### src/rtl/uart_tx_arbiter.sv
// Message-granular round-robin arbiter: NUM_SRC AXI-Stream byte sources share one UART TX
// byte stream. Define UART_ARB_TIMEOUT_EN to force-release grants held by stalled sources.
module uart_tx_arbiter #(
  parameter int unsigned NUM_SRC        = 4,
  parameter int unsigned TIMEOUT_CYCLES = 1024
) (
  input  logic                       clk,
  input  logic                       rst,
  input  logic [8*NUM_SRC-1:0]       s_axis_tdata,
  input  logic [NUM_SRC-1:0]         s_axis_tvalid,
  output logic [NUM_SRC-1:0]         s_axis_tready,
  input  logic [NUM_SRC-1:0]         s_axis_tlast,
  output logic [7:0]                 uart_axis_tdata,
  output logic                       uart_axis_tvalid,
  input  logic                       uart_axis_tready,
  output logic [$clog2(NUM_SRC)-1:0] grant_id,
  output logic                       grant_active,
  output logic                       timeout_pulse
);
  localparam int unsigned IdW = $clog2(NUM_SRC);

  if (NUM_SRC < 2 || NUM_SRC > 16 || TIMEOUT_CYCLES < 2) begin : gen_param_err
    $error("uart_tx_arbiter: parameter out of range");
  end

  typedef enum logic [0:0] {StIdle, StLocked} state_e;

  state_e         state_q, state_d;
  logic [IdW-1:0] grant_q, grant_d;
  logic [IdW-1:0] rr_ptr_q, rr_ptr_d;
  logic [7:0]     data_q, data_d;
  logic           valid_q, valid_d;
  logic [7:0]     src_data [NUM_SRC];
  logic [IdW-1:0] pick;
  logic           pick_found;
  logic           load_ok;
  logic           accept;
  logic           timeout_hit;
  logic [IdW-1:0] ptr_after_grant;

  for (genvar i = 0; i < NUM_SRC; i++) begin : gen_unpack
    assign src_data[i] = s_axis_tdata[8*i +: 8];
  end

  // First valid source at or above rr_ptr, wrapping to 0.
  always_comb begin
    logic [IdW-1:0] idx;
    idx        = '0;
    pick       = rr_ptr_q;
    pick_found = 1'b0;
    for (int unsigned i = 0; i < NUM_SRC; i++) begin
      idx = IdW'((32'(rr_ptr_q) + i) % NUM_SRC);
      if (!pick_found && s_axis_tvalid[idx]) begin
        pick_found = 1'b1;
        pick       = idx;
      end
    end
  end

  assign load_ok         = !valid_q || uart_axis_tready;
  assign accept          = (state_q == StLocked) && s_axis_tvalid[grant_q] && load_ok;
  assign ptr_after_grant = (grant_q == IdW'(NUM_SRC - 1)) ? '0 : grant_q + 1'b1;

  always_comb begin
    s_axis_tready = '0;
    if (state_q == StLocked) s_axis_tready[grant_q] = load_ok;
  end

  always_comb begin
    state_d  = state_q;
    grant_d  = grant_q;
    rr_ptr_d = rr_ptr_q;
    valid_d  = valid_q;
    data_d   = data_q;
    // Drain and reload in the same cycle keeps one byte per cycle.
    if (accept) begin
      valid_d = 1'b1;
      data_d  = src_data[grant_q];
    end else if (uart_axis_tready) begin
      valid_d = 1'b0;
    end
    unique case (state_q)
      StIdle: begin
        if (pick_found) begin
          grant_d = pick;
          state_d = StLocked;
        end
      end
      StLocked: begin
        if ((accept && s_axis_tlast[grant_q]) || timeout_hit) begin
          state_d  = StIdle;
          rr_ptr_d = ptr_after_grant;
        end
      end
    endcase
  end

  always_ff @(posedge clk) begin
    if (rst) begin
      state_q  <= StIdle;
      grant_q  <= '0;
      rr_ptr_q <= '0;
      valid_q  <= 1'b0;
      data_q   <= '0;
    end else begin
      state_q  <= state_d;
      grant_q  <= grant_d;
      rr_ptr_q <= rr_ptr_d;
      valid_q  <= valid_d;
      data_q   <= data_d;
    end
  end

`ifdef UART_ARB_TIMEOUT_EN
  localparam int unsigned CntW = $clog2(TIMEOUT_CYCLES + 1);

  logic [CntW-1:0] idle_cnt_q, idle_cnt_d;
  logic            pulse_q;

  // Counts cycles the granted source leaves tvalid low; holds while stalled by the output.
  always_comb begin
    idle_cnt_d  = '0;
    timeout_hit = 1'b0;
    if (state_q == StLocked) begin
      if (!s_axis_tvalid[grant_q]) begin
        if (idle_cnt_q == CntW'(TIMEOUT_CYCLES - 1)) timeout_hit = 1'b1;
        else idle_cnt_d = idle_cnt_q + 1'b1;
      end else if (!accept) begin
        idle_cnt_d = idle_cnt_q;
      end
    end
  end

  always_ff @(posedge clk) begin
    if (rst) begin
      idle_cnt_q <= '0;
      pulse_q    <= 1'b0;
    end else begin
      idle_cnt_q <= idle_cnt_d;
      pulse_q    <= timeout_hit;
    end
  end

  assign timeout_pulse = pulse_q;
`else
  assign timeout_hit   = 1'b0;
  assign timeout_pulse = 1'b0;
`endif

  assign uart_axis_tdata  = data_q;
  assign uart_axis_tvalid = valid_q;
  assign grant_id         = grant_q;
  assign grant_active     = (state_q == StLocked);

endmodule
### config.mk
export PLATFORM = sky130hd
export DESIGN_NAME = uart_tx_arbiter
export DESIGN_NICKNAME = d
export VERILOG_FILES = /design/src/rtl/uart_tx_arbiter.sv
export SDC_FILE = /design/constraint.sdc
export NUM_CORES = 1
export LEC_CHECK = 0
export ABC_AREA = 1
export BUFFER_PORTS_ARGS = -buffer_cell sky130_fd_sc_hd__clkbuf_2
export CAP_MARGIN = 20
export CORE_AREA = 2 2 68 70
export DETAILED_ROUTE_END_ITERATION = 10
export DIE_AREA = 0 0 70 72
export PLACE_DENSITY = 0.51
export RECOVER_POWER = 25
export SYNTH_ARGS = -nofsm -noshare
export SYNTH_HDL_FRONTEND = slang
export SYNTH_SLANG_ARGS = --single-unit
### constraint.sdc
create_clock -name clk -period 2.4 [get_ports clk]
set_input_delay 0.48 -clock clk [delete_from_list [all_inputs] [get_ports clk]]
set_output_delay 0.48 -clock clk [all_outputs]
set_load 0.03 [all_outputs]
# Yosys cells after proc, flatten, opt, wreduce, memory -nomap -nowiden
# Cells that the tools add are included.
# Widths: inputs -> output; s select.
[classes] n_addsub=4 mux=31 magnitude_cmp=7 n_reduce_logical=15 bitwise=3 eq_ne=1
[ops] cell="$bmux 8 s2" count=1
[ops] cell="$mux 8" count=2
[ops] cell="$lt 2x3->1 const B" count=5
[ops] cell="$mux 1" count=15
[ops] cell="$bmux 1 s2" count=6
[ops] cell="$mux 2" count=4
[ops] cell="$logic_and 1x1->1" count=7
[ops] cell="$add 2x1->2 const B" count=2
[ops] cell="$add 2x2->2 const B" count=2
[ops] cell="$and 4x4->4" count=1
[ops] cell="$logic_not 1->1" count=4
[ops] cell="$mux 4" count=1
[ops] cell="$reduce_and 2->1" count=2
[ops] cell="$ge 3x3->1 const B" count=1
[ops] cell="$not 2->3" count=1
[ops] cell="$demux 1 s2" count=1
[ops] cell="$eq 2x2->1 const B" count=1
[ops] cell="$ge 2x1->1 const B" count=1
[ops] cell="$pmux 1 s2" count=1
[ops] cell="$reduce_bool 2->1" count=1
[ops] cell="$logic_or 1x1->1" count=1
[ops] cell="$not 1->1" count=1
[totals] inputBits=43 output_inout_bits=17 word_cells=66 register_bits=14

# Longest topological paths before layout
# Gate-level depths: netlist (run 1).
[depth] depth_word=14 depth_mapped=13 ltp_nobuf=12

# Worst setup path after synthesis (run 1)
# OpenSTA, ideal clock, no wires.
[synth_path] path_type="reg-to-output" start="reg grant_q[0], in the netlist grant_id[0]" end="out s_axis_tready[2]" path_buffers=2 t_arrival_ps=1696 path_stages_with_launch=7 required_ps=1920 slack_ps=224 cell_sequence="dfxtp_1 inv_2 clkbuf_1 clkbuf_1 ha_1 inv_1 nor2_1"
[synth_via] elab_chain_cells=6 word_cells_on_any_way=7 cone_classes="2 x order compare; 3 x mux; 1 x bitwise; 1 x reduce/logical"
[synth_rtl] element="start, declared" line="29" source="logic [IdW-1:0] grant_q, grant_d;"
[synth_rtl] element="start signal, assigned" line="107" source="grant_q <= grant_d;"
[synth_rtl] element="$lt 2x3->1 (implied by the code) or $ge 2x1->1 (tied branches)" line="66" source="if (state_q == StLocked) s_axis_tready[grant_q] = load_ok;"
[synth_rtl] element="$logic_and 1x1->1 (implied by the code)" line="66"
[synth_rtl] element="$mux 1 (implied by the code)" line="66"
[synth_rtl] element="$demux 1 s2 *" line="66"
[synth_rtl] element="$and 4x4->4 (no source line) *"
[synth_rtl] element="$mux 4 *" line="66"
[synth_rtl] element="end, declared" line="11" source="output logic [NUM_SRC-1:0] s_axis_tready,"
# Mark *: on every way between the ends. The rest lies on a longest branch, timed or not.

# Worst setup path after layout (run 1)
[layout_path] start="reg grant_q[0], in the netlist grant_id[0]" end="out s_axis_tready[0]"
# The elaborated chain is that of the path after synthesis.

==> out/metrics.yaml, run 1 <==
cp_max_fo: 23
start_util: 0.295
numCtsBuffers: 3
cts_hold_buf: 0
avgViaCountPerCell: 4.46
status: "complete, no violations"
fp.dieH_um: 72
port_buffers: 58
syn_to_final_growth_pct: 29.5
fin_nets: 311
async_reset_ff_frac: 0
antenna_cells: 0
post-cts-setup-buffer-count: 0
yosysSeqAreaShare: 0.223
synth_common_cells: "nor2_1 (45), nand2_1 (42), o21ai_0 (25)"
powerDensity_nw_per_um2: 1020
route.antenna.remaining_nets: 0
cts.path.max_buffers: 2
place_hpwl_mm: 2.77
grt.overflow.total: 0
slew_violations: 0
synth_nets: 254
wirelength_mm: 3.45
synthDominantCellAreaShare: 0.223
power.leakage_nw: 0.829
crit_path_end_kind: "output pin"
drt_first_pass_iters: 4
synthFlopType: "dfxtp_1"
grt_max_degree: 24
netlist_instances: 207
rrSetupSlack_ns: 0.69
clock-sinks: 14
die_x_um: 70
layout_worst_path_cycle_share: 0.835
hold_path_class: "input port to flop"
drt_iter0_markers: 54
gp_congestion: 0.769
drive_above_1_share: 0.312
place_area_um2: 1580
grt_pass1_wl_mm: 5.98
io_pins: 60
reg2reg_from: "grant_id[0]"
ir_drop_uv: 408
clkTransAtPathRegs_ns: 0.06
route.detailed.drc: 0
globalRouteTotalUtil: 0.142
final_hold_viol_count: 0
reg2reg_depth: 7
clock_skew_ns: 0.00171
fill_cells: 500
hp-start: "rst"
hold_path_end: "grant_id[1]"
min_period_ns: 2.00
ys_types: 29
rsz0062_at_grt: "no"
r2r-end: "uart_axis_tdata[5]"
maxCapViolations: 0
antenna_found_initial: 0
p_total_mw: 1.67
clk_latency_ns: 0.24
cts.htree.levels: 1
worstPathRequired_ns: 1.92
synth_area_leader_cell: "dfxtp_1"
cts_resized: 0
finalSetupTns_ns: 0
synth_edf_count: 0
ys_warn_count: 0
syn_area_um2: 1260
design_area_um2: 1630
wire_per_inst_um: 11.0
fmax_mhz: 499
post-route-util: 0.382
yosys-top-cells-area: "dfxtp_1 (22%), nor2_1 (13%), nand2_1 (13%)"
grt_pass1_vias: 1314
ys_ff_latch: 14
tritoncts: "done"
final_cells: 315
dr_total_vias: 1405
start_kind: "flop"
setup_viol: 0
holdPathStages: 2
synth.most_common_cell: "nor2_1"
dp.cells: 311
rows: 24
postSynthAreaPerCell_um2: 6.08
core_um2: 4260
cts_root_buf: "clkbuf_8"
criticalPathCategory: "flop to output pin"
worstPathArrival_ns: 1.52
die-area_um2: 5040
how the worst max path moves through the flow:
stage,slack (ns),cells past startpoint,startpoint,end
global placement,0.66,5,grant_id[0],s_axis_tready[0]
detailed placement,0.66,5,grant_id[0],s_axis_tready[0]
CTS,0.39,5,grant_id[0],s_axis_tready[0]
floorplan,0.22,6,grant_id[0],s_axis_tready[2]
global route,0.26,5,grant_id[0],s_axis_tready[2]
finish,0.40,5,grant_id[0],s_axis_tready[0]
kinds of logic after synthesis:
kind of cell / share of synthesized area
other cells: 0.00298
flops: 0.223
simple gates: 0.410
buf+inv: 0.107
xor+xnor: 0.00696
compound gates: 0.211
fa+ha+maj: 0.0398
stage by stage:
stage / hold WS [ns] / setup WS [ns]
floorplan: 0.542 / 0.224
global placement: 0.513 / 0.659
detailed placement: 0.507 / 0.660
CTS: 0.439 / 0.390
global route: 0.446 / 0.264
finish: 0.443 / 0.396
layout by cell type, fill, tap and decap left out, drive strengths merged, types with 4 or more instances in the layout:
master	n
o21ai	31
dfxtp	14
inv	17
clkbuf	62
nand3	11
ha	4
buf	5
nand2	52
a31oi	8
nor2	47
a21oi	7
critical path, stage by stage, from the launching register on:
cell	delay, ns
dfxtp_1	0.38
inv_2	0.29
ha_1	0.20
inv_1	0.04
nor2_1	0.14
clkbuf_2	0.23
metal layers:
layer | GRT usage | share of wire | routed length, µm | vias to the layer above
met1 | 0.186 | 0.46 | 1600 | 589
met3 | 0.0236 | 0.053 | 182 | 2
met4 | 0.0321 | 0.0055 | 19 | 0
met5 | 0 | 0 | 0 | -
li1 | - | - | - | 774
met2 | 0.248 | 0.48 | 1650 | 40
sequential cells by signal, indices dropped and copies added (netlist names):
register and count:
rr_ptr_q 2, grant_active 1, uart_axis_tvalid 1, grant_id 2
uart_axis_tdata 8
layout make-up:
class	count	area (µm²)	area share
well taps	52	65.1	0.0399
multi-input cells	164	843	0.517
clock buffers	4	55.1	0.0338
inverters	18	67.6	0.0414
repair buffers	63	319	0.196
flip-flops and latches	14	280	0.172
power breakdown:
group | leakage (nW) | internal [mW] | switching [mW]
registers | 0.115 | 0.303 | 0.0618
logic | 0.686 | 0.356 | 0.720
clock network | 0.0288 | 0.145 | 0.0815
Note: power is estimated with default switching activity, not from simulation.
==> run 2: changes to the inputs <==
- PLACE_DENSITY: 0.51 -> 0.53
- clock period: 2.4 -> 1.8 ns (I/O delays scaled with it)
==> run 2 against run 1 <==
Final cell count up 0.32%. Flip-flop and latch count unchanged. Combinational power up 40%. Routed wire length down 1.2%. Register-to-register slack worse by 0.43 ns. First-iteration DRC count down 26%. Cell area up 2.1%.
==> out/metrics.yaml, run 2 (synthesized netlist as in run 1, its figures left out) <==
status: "complete, no violations"  # unchanged
antenna_found_initial: 0  # unchanged
maxCapViolations: 0  # unchanged
largest_reg_flops: 8  # unchanged
place_area_um2: 1610  # was 1580 µm²
cts.htree.levels: 1  # unchanged
route.antenna.remaining_nets: 0  # unchanged
avgViaCountPerCell: 4.50  # was 4.46
core_um2: 4260  # unchanged
powerDensity_nw_per_um2: 1380  # was 1020 nW/µm²
final_hold_viol_count: 0  # unchanged
worstPathArrival_ns: 1.35  # was 1.52 ns
route.detailed.drc: 0  # unchanged
gp_congestion: 0.757  # was 0.769
place_hpwl_mm: 2.70  # was 2.77 mm
grt.overflow.total: 0  # unchanged
clock_skew_ns: 0.00284  # was 0.00171 ns
topRoutingLayerUsed: "met4"  # unchanged
io_pins: 60  # unchanged
die_x_um: 70  # unchanged
whs_ns: 0.323  # was 0.443 ns
wl_met3_um: 222  # was 182 µm
routed-wl-met2_mm: 1.68  # was 1.65 mm
grt_pass1_wl_mm: 5.98  # unchanged
post-cts-setup-buffer-count: 0  # unchanged
worstPathRequired_ns: 1.44  # was 1.92 ns
r2r-end: "grant_id[0]"  # was uart_axis_tdata[5]
die-area_um2: 5040  # unchanged
fmax_mhz: 584
rrSetupSlack_ns: 0.26  # was 0.69 ns
drive_above_1_share: 0.326  # was 0.312
drt_iter0_markers: 40  # was 54
wire_per_inst_um: 10.8  # was 11.0 µm
slew_violations: 0  # unchanged
min_period_ns: 1.71
globalRouteTotalUtil: 0.145  # was 0.142
drt_first_pass_iters: 4  # unchanged
cts_hold_buf: 0  # unchanged
final_cell_mix: "clkbuf_2 (50), nor2_1 (42), nand2_1 (42)"  # was clkbuf_2 (51), nor2_1 (45), nand2_1 (42)
design_area_um2: 1670  # was 1630 µm²
ir_drop_uv: 431  # was 408 µV
wirelength_mm: 3.41  # was 3.45 mm
clk_latency_ns: 0.25  # was 0.24 ns
final_cells: 316  # was 315
numCtsBuffers: 3  # unchanged
drt-met1-wl_mm: 1.43  # was 1.60 mm
cts.path.max_buffers: 2  # unchanged
grt_pass1_vias: 1414  # was 1,314
dr_total_vias: 1423  # was 1,405
crit_path_end_kind: "output pin"  # unchanged
power.leakage_nw: 0.837  # was 0.829 nW
criticalPathCategory: "flop to output pin"  # unchanged
hold_path_end: "grant_id[1]"  # unchanged
reg2reg_depth: 10  # was 7
fin_nets: 312  # was 311
hold_path_class: "input port to flop"  # unchanged
port_buffers: 58  # unchanged
final_common_cell: "clkbuf_2"  # unchanged
fp.dieH_um: 72  # unchanged
reg2reg_from: "rr_ptr_q[0]"  # was grant_id[0]
setup_viol: 0  # unchanged
holdPathStages: 2  # unchanged
dp.cells: 312  # was 311
rows: 24  # unchanged
finalSetupTns_ns: 0  # unchanged
layout_worst_path_cycle_share: 0.951
rsz0062_at_grt: "yes"  # was no
start_util: 0.295  # unchanged
grt_max_degree: 25  # was 24
hp-start: "rst"  # unchanged
start_kind: "flop"  # unchanged
cp_max_fo: 14  # was 23
syn_to_final_growth_pct: 32.3  # was 29.5%
clock-sinks: 14  # unchanged
clkTransAtPathRegs_ns: 0.06  # about the same
tritoncts: "done"  # unchanged
cts_root_buf: "clkbuf_8"  # unchanged
antenna_cells: 0  # unchanged
[run 2: changes by cell type in the layout (fill, tap and decap cells not counted), sizes merged]
cell / delta
buf: +1
[run 2: report_power, final]
group / leakage, nW / switching (mW) / internal [mW]
sequential: 0.115 / 0.0675 / 0.404
combinational: 0.693 / 1.00 / 0.510
clock: 0.0288 / 0.125 / 0.194
total: 0.837 / 1.19 / 1.11
[run 2: through the flow]
step	utilization	setup slack (ns)	total power, mW
2_1_floorplan	-	0.0304	1.65
3_3_place_gp	0.377	0.237	1.99
3_5_place_dp	0.377	0.232	2.01
4_1_cts	0.391	0.0480	2.33
5_1_grt	0.391	-0.0323	2.54
6_report	0.391	0.0884	2.30
[run 2: final cells by class]
type	count	area (µm²)
inverters	18	67.6
clock buffers	4	55.1
well taps	52	65.1
repair buffers	64	337
flip-flops and latches	14	280
multi-input cells	164	861
fillers	490	2600
[run 2: how the worst max path moves through the flow]
stage,start,endpoint,slack [ns],depth (start not counted)
2_1_floorplan,grant_id[0],s_axis_tready[2],0.03,6
3_3_place_gp,uart_axis_tready,s_axis_tready[3],0.24,6
3_5_place_dp,uart_axis_tready,s_axis_tready[3],0.23,6
4_1_cts,grant_id[0],s_axis_tready[3],0.05,5
5_1_grt,grant_id[0],s_axis_tready[3],-0.03,5
6_report,grant_id[0],s_axis_tready[0],0.09,5
[run 2: worst max-delay path, cell delays in order, from the launching register on]
cell and delay [ns]:
dfxtp_1 0.33, inv_2 0.20, ha_1 0.20, inv_1 0.06
nor2_4 0.10, clkbuf_2 0.21
[run 2: metal layers]
layer  track usage  vias to the layer above
met5             0                        -
met4        0.0598                        0
met3        0.0319                        7
met2         0.267                       45
met1         0.161                      596
li1              -                      775
[run 2: what timing repair did]
| item | in CTS | in global routing |
|---|---|---|
| setup endpoints to repair | 1 | 2 |
| cloned | 0 | 0 |
| resized for setup | 1 | 3 |
==> run 3: changes to the inputs <==
- SETUP_SLACK_MARGIN: unset -> 0.4
==> run 3 against run 2 <==
Clock power is 20% lower. Cell area is 20% higher. Worst hold slack better by 0.0044 ns. Die area stayed put. Core utilization is 7.7 points higher. Critical path type unchanged. Non-clock buffer count is 14 higher. Largest cell class unchanged. Clock skew hardly changed.
==> out/metrics.yaml, run 3 (synthesized netlist as in run 1, its figures left out) <==
fp.dieH_um: 72  # unchanged
start_kind: "flop"  # unchanged
layout_worst_path_cycle_share: 0.867  # was 0.951
grt_pass1_wl_mm: 6.42  # was 5.98 mm
grt_max_degree: 17  # was 25
syn_to_final_growth_pct: 58.3  # was 32.3%
status: "complete, no violations"  # unchanged
setup_viol: 0  # unchanged
final_cell_mix: "clkbuf_2 (46), nor2_1 (39), nand2_1 (32)"  # was clkbuf_2 (50), nor2_1 (42), nand2_1 (42)
grt.overflow.total: 0  # unchanged
cts.path.max_buffers: 2  # unchanged
grt_pass1_vias: 1391  # was 1,414
start_util: 0.295  # unchanged
antenna_found_initial: 0  # unchanged
ir_drop_uv: 457  # was 431 µV
die-area_um2: 5040  # unchanged
rsz0062_at_grt: "yes"  # unchanged
port_buffers: 58  # unchanged
die_x_um: 70  # unchanged
criticalPathCategory: "flop to output pin"  # unchanged
finalSetupTns_ns: 0  # unchanged
critical-path-top-delay-family: "flip-flops"  # was buffers and inverters
hold_path_end: "grant_id[1]"  # unchanged
rows: 24  # unchanged
whs_ns: 0.327  # was 0.323 ns
place_hpwl_mm: 2.85  # was 2.70 mm
clk_latency_ns: 0.24  # was 0.25 ns
critPathMaxStageDelay_ns: 0.37  # was 0.33 ns
internal_power_mw: 1.38  # was 1.11 mW
setup_ws_ns: 0.240  # was 0.0884 ns
p_switching_mw: 1.37  # was 1.19 mW
crit_path_end_kind: "output pin"  # unchanged
rrSetupSlack_ns: 0.35  # was 0.26 ns
post-route-util: 0.467  # was 0.391
reg2reg_depth: 7  # was 10
tritoncts: "done"  # unchanged
hp-start: "rst"  # unchanged
slowest_stage: "dfxtp_4"  # was dfxtp_1
numCtsBuffers: 3  # unchanged
antenna_cells: 0  # unchanged
worstPathRequired_ns: 1.44  # about the same
cts.htree.levels: 1  # unchanged
route.detailed.drc: 0  # unchanged
powerDensity_nw_per_um2: 1380  # about the same
min_period_ns: 1.56  # was 1.71 ns
gp_congestion: 0.827  # was 0.757
dr_total_vias: 1500  # was 1,423
io_pins: 60  # unchanged
p_total_mw: 2.75  # was 2.30 mW
drt_iter0_markers: 97  # was 40
route.antenna.remaining_nets: 0  # unchanged
avgViaCountPerCell: 4.56  # was 4.50
final_hold_viol_count: 0  # unchanged
clkTransAtPathRegs_ns: 0.06  # about the same
reg2reg_from: "grant_id[1]"  # was rr_ptr_q[0]
drive_above_1_share: 0.469  # was 0.326
clock_skew_ns: 0.00293  # was 0.00284 ns
r2r-end: "uart_axis_tdata[4]"  # was grant_id[0]
largest_reg_flops: 8  # unchanged
clockPowerShare: 0.092  # was 0.138
cp_cell_sequence: "clkinvlp_4, ha_4, inv_2, nor2_4, buf_8"  # was inv_2, ha_1, inv_1, nor2_4, clkbuf_2
holdPathStages: 2  # unchanged
core_um2: 4260  # unchanged
clock-sinks: 14  # unchanged
fill_cells: 469  # was 490
p_comb_frac: 0.716  # was 0.656
maxCapViolations: 0  # unchanged
final_common_cell: "clkbuf_2"  # unchanged
power.leakage_nw: 0.942  # was 0.837 nW
dp_slack_ns: 0.255  # was 0.232 ns
worstPathArrival_ns: 1.20  # was 1.35 ns
crit_buf_inv: 3  # unchanged
globalRouteTotalUtil: 0.155  # was 0.145
fin_nets: 326  # was 312
swShare: 0.498  # was 0.518
wirelength_mm: 3.80  # was 3.41 mm
drt_first_pass_iters: 4  # unchanged
wire_per_inst_um: 11.5  # was 10.8 µm
cp_max_fo: 5  # was 14
hold_path_class: "input port to flop"  # unchanged
slew_violations: 0  # unchanged
fmax_mhz: 641  # was 584 MHz
cts_root_buf: "clkbuf_8"  # unchanged
power_frac_seq: 0.192  # was 0.205
==> run 3: worst max-delay path by stage <==
stage                     start            endpoint  slack [ns]  cells after the start
finish              grant_id[1]    s_axis_tready[1]        0.24                      5
global route        grant_id[1]    s_axis_tready[1]        0.19                      5
CTS                 grant_id[1]    s_axis_tready[1]        0.24                      5
detailed placement  grant_id[1]  uart_axis_tdata[7]        0.25                      7
global placement    rr_ptr_q[1]         grant_id[0]        0.28                     10
floorplan           grant_id[0]    s_axis_tready[2]        0.37                      6
==> run 3: final cells by class <==
| class | instances | area, µm² | share of cell area |
|---|---|---|---|
| Inverter | 18 | 86.3 | 0.0433 |
| Timing Repair Buffer | 78 | 509 | 0.255 |
| Multi-Input combinational cell | 164 | 993 | 0.498 |
| Sequential cell | 14 | 298 | 0.149 |
| Tap cell | 52 | 65.1 | 0.0326 |
| Clock buffer | 3 | 41.3 | 0.0207 |
==> run 3: what timing repair did <==
item                       in CTS  in global routing
setup endpoints to repair      14                 19
pin swaps                       1                 14
setup buffers                   9                  3
hold buffers                    0                  0
gates cloned                    0                  1
resized for setup              20                 35
==> run 3: power groups by stage <==
stage,clock network [mW],logic (mW),registers [mW]
global route,0.274,2.16,0.543
detailed placement,0,1.56,0.530
CTS,0.261,1.77,0.508
global placement,0,1.57,0.527
finish,0.254,1.97,0.528
floorplan,0,1.12,0.658
==> run 3: metrics by stage <==
step | cells | cell area (µm²)
after floorplan | 207 | 1360
after global placement | 313 | 1670
after detailed placement | 313 | 1670
after CTS | 325 | 1840
after global routing | 329 | 1990
final | 329 | 1990
==> run 3: routing by layer <==
layer / up-vias / GRT usage / wire, µm
met5: - / 0 / 0
met4: 0 / 0.0449 / 44
met3: 5 / 0.0250 / 221
met2: 51 / 0.261 / 1810
met1: 641 / 0.207 / 1730
li1: 803 / - / -
